<file path="config.mk">
export PLATFORM = sky130hd
export DESIGN_NAME = mem_copy_engine
export DESIGN_NICKNAME = d
export VERILOG_FILES = /design/src/rtl/mem_copy_engine.sv
export SDC_FILE = /design/constraint.sdc
export NUM_CORES = 1
export LEC_CHECK = 0
export BUFFER_PORTS_ARGS = -buffer_cell sky130_fd_sc_hd__buf_2
export CELL_PAD_IN_SITES_DETAIL_PLACEMENT = 2
export CELL_PAD_IN_SITES_GLOBAL_PLACEMENT = 2
export CORE_MARGIN = 5
export CORE_UTILIZATION = 33
export CTS_CLUSTER_DIAMETER = 50
export DETAILED_ROUTE_END_ITERATION = 10
export PLACE_DENSITY_LB_ADDON = 0.08
export SLEW_MARGIN = 20
export SYNTH_ARGS = -nofsm -noshare
export SYNTH_HDL_FRONTEND = slang
export SYNTH_SLANG_ARGS = --single-unit
export TNS_END_PERCENT = 20
</file>
<file path="constraint.sdc">
create_clock -name clock -period 3.8 [get_ports clock]
set_input_delay 0.19 -clock clock [delete_from_list [all_inputs] [get_ports clock]]
set_output_delay 0.19 -clock clock [all_outputs]
set_load 0.005 [all_outputs]
</file>
<file path="src/rtl/mem_copy_engine.sv">
// ---------------------------------------------------------------------------
// mem_copy_engine
//   Two small register-file memories, A and B, and a word-by-word copy engine
//   that moves a block of words from A into B.
//   The host writes and reads A, and it reads B. The copy engine is the only
//   agent that writes B.
//
// Ports
//   clock, reset          single clock; synchronous active-high reset
//   AddrA/WEA/DataInA     host port for A. WEA=1 writes; the write is dropped
//                         while busy.
//   DOut1                 registered A read data. It holds on write cycles.
//   AddrB/DOutB           host read port for B, registered, and always live
//   start                 one-cycle copy request, taken only in IDLE
//   src_base/dst_base/len copy descriptor, sampled with start.
//                         len is clamped to DEPTH.
//   busy                  high in RD/WR, so 2 cycles per word
//   done                  one-cycle pulse in FIN
// ---------------------------------------------------------------------------
module mem_copy_engine #(
  parameter int DATA_W = 8,
  parameter int ADDR_W = 3
) (
  input  logic              clock,
  input  logic              reset,
  input  logic [ADDR_W-1:0] AddrA,
  input  logic              WEA,
  input  logic [DATA_W-1:0] DataInA,
  output logic [DATA_W-1:0] DOut1,
  input  logic [ADDR_W-1:0] AddrB,
  output logic [DATA_W-1:0] DOutB,
  input  logic              start,
  input  logic [ADDR_W-1:0] src_base,
  input  logic [ADDR_W-1:0] dst_base,
  input  logic [ADDR_W:0]   len,
  output logic              busy,
  output logic              done
);

  localparam int DEPTH = 2**ADDR_W;
  // DEPTH expressed in the len width. A one is followed by ADDR_W zeros.
  localparam logic [ADDR_W:0]   LEN_MAX = {1'b1, {ADDR_W{1'b0}}};
  localparam logic [ADDR_W:0]   CNT_ONE = {{ADDR_W{1'b0}}, 1'b1};
  localparam logic [ADDR_W-1:0] PTR_ONE = {{(ADDR_W-1){1'b0}}, 1'b1};

  typedef enum logic [1:0] {IDLE, RD, WR, FIN} state_t;

  state_t            r_state;
  logic [DATA_W-1:0] r_mem_a [DEPTH];
  logic [DATA_W-1:0] r_mem_b [DEPTH];
  logic [ADDR_W-1:0] r_src;
  logic [ADDR_W-1:0] r_dst;
  logic [ADDR_W:0]   r_cnt;
  logic [DATA_W-1:0] r_hold;

  logic [ADDR_W:0]   w_len_clamped;
  logic              w_host_we;
  logic              w_copy_we;

  assign w_len_clamped = (len > LEN_MAX) ? LEN_MAX : len;
  // Host writes to A are dropped while a copy owns the memory.
  assign w_host_we     = WEA & ~busy;
  // Suppress the copy write on the edge that reset is sampled.
  // An aborted copy leaves no partial word behind.
  assign w_copy_we     = (r_state == WR) & ~reset;

  // Memory arrays carry no reset. Their contents survive reset.
  always_ff @(posedge clock) begin
    if (w_host_we) r_mem_a[AddrA] <= DataInA;
    if (w_copy_we) r_mem_b[r_dst] <= r_hold;
  end

  // Host read ports
  always_ff @(posedge clock) begin
    if (reset) begin
      DOut1 <= '0;
      DOutB <= '0;
    end else begin
      if (!WEA) DOut1 <= r_mem_a[AddrA];
      DOutB <= r_mem_b[AddrB];
    end
  end

  // Copy FSM. busy and done are registered alongside the state.
  // Both therefore line up exactly with RD/WR and FIN.
  always_ff @(posedge clock) begin
    if (reset) begin
      r_state <= IDLE;
      busy    <= 1'b0;
      done    <= 1'b0;
      r_src   <= '0;
      r_dst   <= '0;
      r_cnt   <= '0;
      r_hold  <= '0;
    end else begin
      case (r_state)
        IDLE: begin
          done <= 1'b0;
          if (start) begin
            if (w_len_clamped != '0) begin
              r_src   <= src_base;
              r_dst   <= dst_base;
              r_cnt   <= w_len_clamped;
              busy    <= 1'b1;
              r_state <= RD;
            end else begin
              // An empty copy still reports completion.
              done    <= 1'b1;
              r_state <= FIN;
            end
          end
        end
        RD: begin
          r_hold  <= r_mem_a[r_src];
          r_state <= WR;
        end
        WR: begin
          // Pointers wrap naturally at ADDR_W bits.
          r_src <= r_src + PTR_ONE;
          r_dst <= r_dst + PTR_ONE;
          r_cnt <= r_cnt - CNT_ONE;
          if (r_cnt == CNT_ONE) begin
            busy    <= 1'b0;
            done    <= 1'b1;
            r_state <= FIN;
          end else begin
            r_state <= RD;
          end
        end
        FIN: begin
          // start is deliberately ignored here.
          done    <= 1'b0;
          r_state <= IDLE;
        end
        default: begin
          busy    <= 1'b0;
          done    <= 1'b0;
          r_state <= IDLE;
        end
      endcase
    end
  end

endmodule

</file>
==> results.sh <==
export IMPL_status="finished, final reports clean"
export IMPL_cts_sinks=166
export IMPL_netSwitchingFraction_pct=24.5
export IMPL_syn_nets=515
export IMPL_tns_ns=0
export IMPL_start_util_pct=33.8
export IMPL_post_route_period_util_pct=66.0
export IMPL_htree_levels=4
export IMPL_p_switching_mw=1.02
export IMPL_vias=4134
export IMPL_seq_area_frac_synth_pct=64.4
export IMPL_rrSetupSlack_ns=1.29
export IMPL_netlist_instances=483
export IMPL_hold_path_startpoint="DataInA[6]"
export IMPL_clock_latency_ns=0.43
export IMPL_p_clk_share_pct=41.9
export IMPL_arrival_ns=2.57
export IMPL_internal_power_mw=3.13
export IMPL_critPathRequiredTime_ns=3.86
export IMPL_path_class="flip-flop to flip-flop"
export IMPL_track_usage_pct=16.2
export IMPL_leakage_nw=2.78
export IMPL_wl_per_cell_um=23.4
export IMPL_finalWirelength_um=18900
export IMPL_cts_hold_buf=0
export IMPL_drt_iter0_drc=199
export IMPL_viasPerCell=5.12
export IMPL_max_freq_mhz=399
export IMPL_place_hpwl_um=13600
export IMPL_grt_first_pass_wirelength_um=29400
export IMPL_ir_drop_uv=312
export IMPL_cts_buffers_inserted=17
export IMPL_avgSynthCellArea_um2=14.8
export IMPL_dr_pass1_iters=4
export IMPL_clock_skew_ns=0.00901
export IMPL_dieHeight_um=157
export IMPL_critPathMaxStageDelay_ns=0.66
export IMPL_p_seq_share_pct=50.3
export IMPL_drc=0
export IMPL_worstHoldPathType="input pin to flip-flop"
export IMPL_setup_violations=0
export IMPL_hold_viol_final=0
export IMPL_critPathLaunchType="flip-flop"
export IMPL_grt_max_degree=33
export IMPL_row_count=53
export IMPL_fillCellCount=2092
export IMPL_place_congestion=0.748
export IMPL_dieArea_um2=24700
export IMPL_power_density_nw_per_um2=509
export IMPL_synth_seq_cells=166
export IMPL_grt_pass1_vias=4602
export IMPL_cts_setup_buffers=0
export IMPL_ys_warn_count=0
export IMPL_timing_rr_end="r_mem_b[5][4]"
export IMPL_port_buffers=45
export IMPL_period_needed_ns=2.51
export IMPL_rr_worst_depth=3
export IMPL_ios=46
export IMPL_maxSlewHeadroom_pct=35.4
export IMPL_final_cell_mix="edfxtp_1 (128), mux2i_1 (59), buf_2 (45), nor2_1 (42), dfxtp_1 (37)"
export IMPL_fin_area_um2=8140
export IMPL_placed_area_um2=7530
export IMPL_p_comb_share_pct=7.9
export IMPL_drv_cap=0
export IMPL_core_area_um2=21200
export IMPL_layout_commonest_cell="edfxtp_1"
export IMPL_synth_edf_count=128
export IMPL_cp_max_fo=10
export IMPL_syn_area_um2=7150
export IMPL_cp_end_kind="flip-flop"
export IMPL_timing_rr_start="r_state[1]"
export IMPL_finalNetCount=551
export IMPL_fp_dieW_um=157
export IMPL_grt_overflow=0
export IMPL_slowest_stage="nor2b_1"
export IMPL_rsz0062_at_grt="false"
export IMPL_cts_repair_resized=0
export IMPL_utilization_pct=38.5
export IMPL_clk_pin_slew_ns=0.07
export IMPL_drive_gt1_share_pct=21.8
export IMPL_ys_flop_type="edfxtp_1"
export IMPL_cts_tree="built"
export IMPL_cts_path_max_buffers=2
export IMPL_maxSlewViolCount=0
export IMPL_min_path_cells=1
export IMPL_ys_types=49
export IMPL_ant_nets=0
export IMPL_async_flop_share_pct=0
export IMPL_tightest_slew_ns=0.962
export IMPL_area_delta_synth_final_pct=13.8
export IMPL_antenna_found_initial=0
export IMPL_diodes=0
export IMPL_min_to="r_mem_a[3][6]"
export IMPL_cts_root_buf="clkbuf_16"
export IMPL_cp_cell_sequence="nor2b_1, nand2_1, nor2_1"
==> sequential cells by signal, indices dropped and copies added, names as in the netlist, 2 cells and up <==
| signal | count |
|---|---|
| r_mem_a | 64 |
| r_dst | 3 |
| r_src | 3 |
| DOutB | 8 |
| r_cnt | 4 |
| r_hold | 8 |
| r_mem_b | 64 |
| r_state | 2 |
| DOut1 | 8 |
==> worst max-delay path: cells and delay by family, from the launching register on <==
kind | cells | cell delay [ns]
AND/OR/NAND/NOR | 3 | 1.59
flip-flops | 1 | 0.55
==> worst max path at each step <==
| stage | from | end | cells past startpoint |
|---|---|---|---|
| 4_1_cts | r_state[1] | r_mem_b[0][4] | 2 |
| 3_5_place_dp | r_state[1] | r_mem_b[0][6] | 2 |
| 3_3_place_gp | r_state[1] | r_mem_b[0][4] | 2 |
| 2_1_floorplan | r_state[1] | r_mem_b[2][0] | 5 |
| 5_1_grt | r_state[1] | r_mem_b[5][5] | 3 |
| 6_report | r_state[1] | r_mem_b[5][4] | 3 |
==> area by class of cell <==
| cell class | instances | area, um2 | area share [%] |
|---|---|---|---|
| clock buffers | 17 | 425 | 5.23 |
| clock inverters | 15 | 166 | 2.05 |
| inverters | 12 | 45.0 | 0.554 |
| multi-input cells | 275 | 2310 | 28.4 |
| flip-flops and latches | 166 | 4610 | 56.6 |
| well taps | 275 | 344 | 4.23 |
| repair buffers | 47 | 240 | 2.95 |
==> power by group through the flow <==
stage	registers [mW]	logic, mW	clock network, mW
after global routing	2.09	0.359	1.88
after global placement	2.12	0.322	0
final	2.08	0.325	1.74
after detailed placement	2.12	0.329	0
after CTS	2.08	0.332	1.79
after floorplan	2.08	0.237	0
==> Yosys cell counts, drive strengths merged, types with 5 or more instances <==
cell type    n  share of area [%]
nor2        43                2.3
nand2       16               0.84
a221oi       5               0.79
nor2b        9               0.79
o21ai       21                1.5
mux4        20                6.4
a22oi       19                2.0
edfxtp     128                 54
nand3        5               0.35
nand2b       7               0.61
dfxtp       38                 11
a21oi       17                1.3
nor3        12                1.1
inv         12               0.63
a311oi       8               0.98
mux2i       59                8.3
buf         21                2.4
clkbuf       9               0.49
==> per-layer routing <==
layer	vias to the layer above	part of all wire, %	GRT usage [%]
met2	57	51	27.5
li1	1949	-	-
met4	0	1.3	5.41
met1	2112	45	21.1
met5	-	0	0
met3	16	2.7	2.83
==> stage by stage <==
| stage | hold slack (ns) | instances | power (mW) | setup WS, ns |
|---|---|---|---|---|
| final | 0.0400 | 807 | 4.14 | 1.29 |
| after global placement | 0.469 | 775 | 2.44 | 1.38 |
| after global routing | 0.0342 | 807 | 4.33 | 1.13 |
| after floorplan | 0.289 | 483 | 2.32 | 1.96 |
| after detailed placement | 0.480 | 775 | 2.45 | 1.28 |
| after CTS | 0.0193 | 807 | 4.21 | 1.27 |
==> logic make-up (layout without fill, tap and decap cells) <==
family	after synthesis	in the layout	share of synthesized area, %
DFF	166	166	64.4
AOI/OAI and AO/OA	87	87	8.96
adders and majority gates	4	4	0.700
muxes	83	83	15.3
and+or+nand+nor	100	100	7.00
xor gates and xnor gates	1	1	0.123
buffers and inverters	42	91	3.48
(Power assumes the default switching activity.)
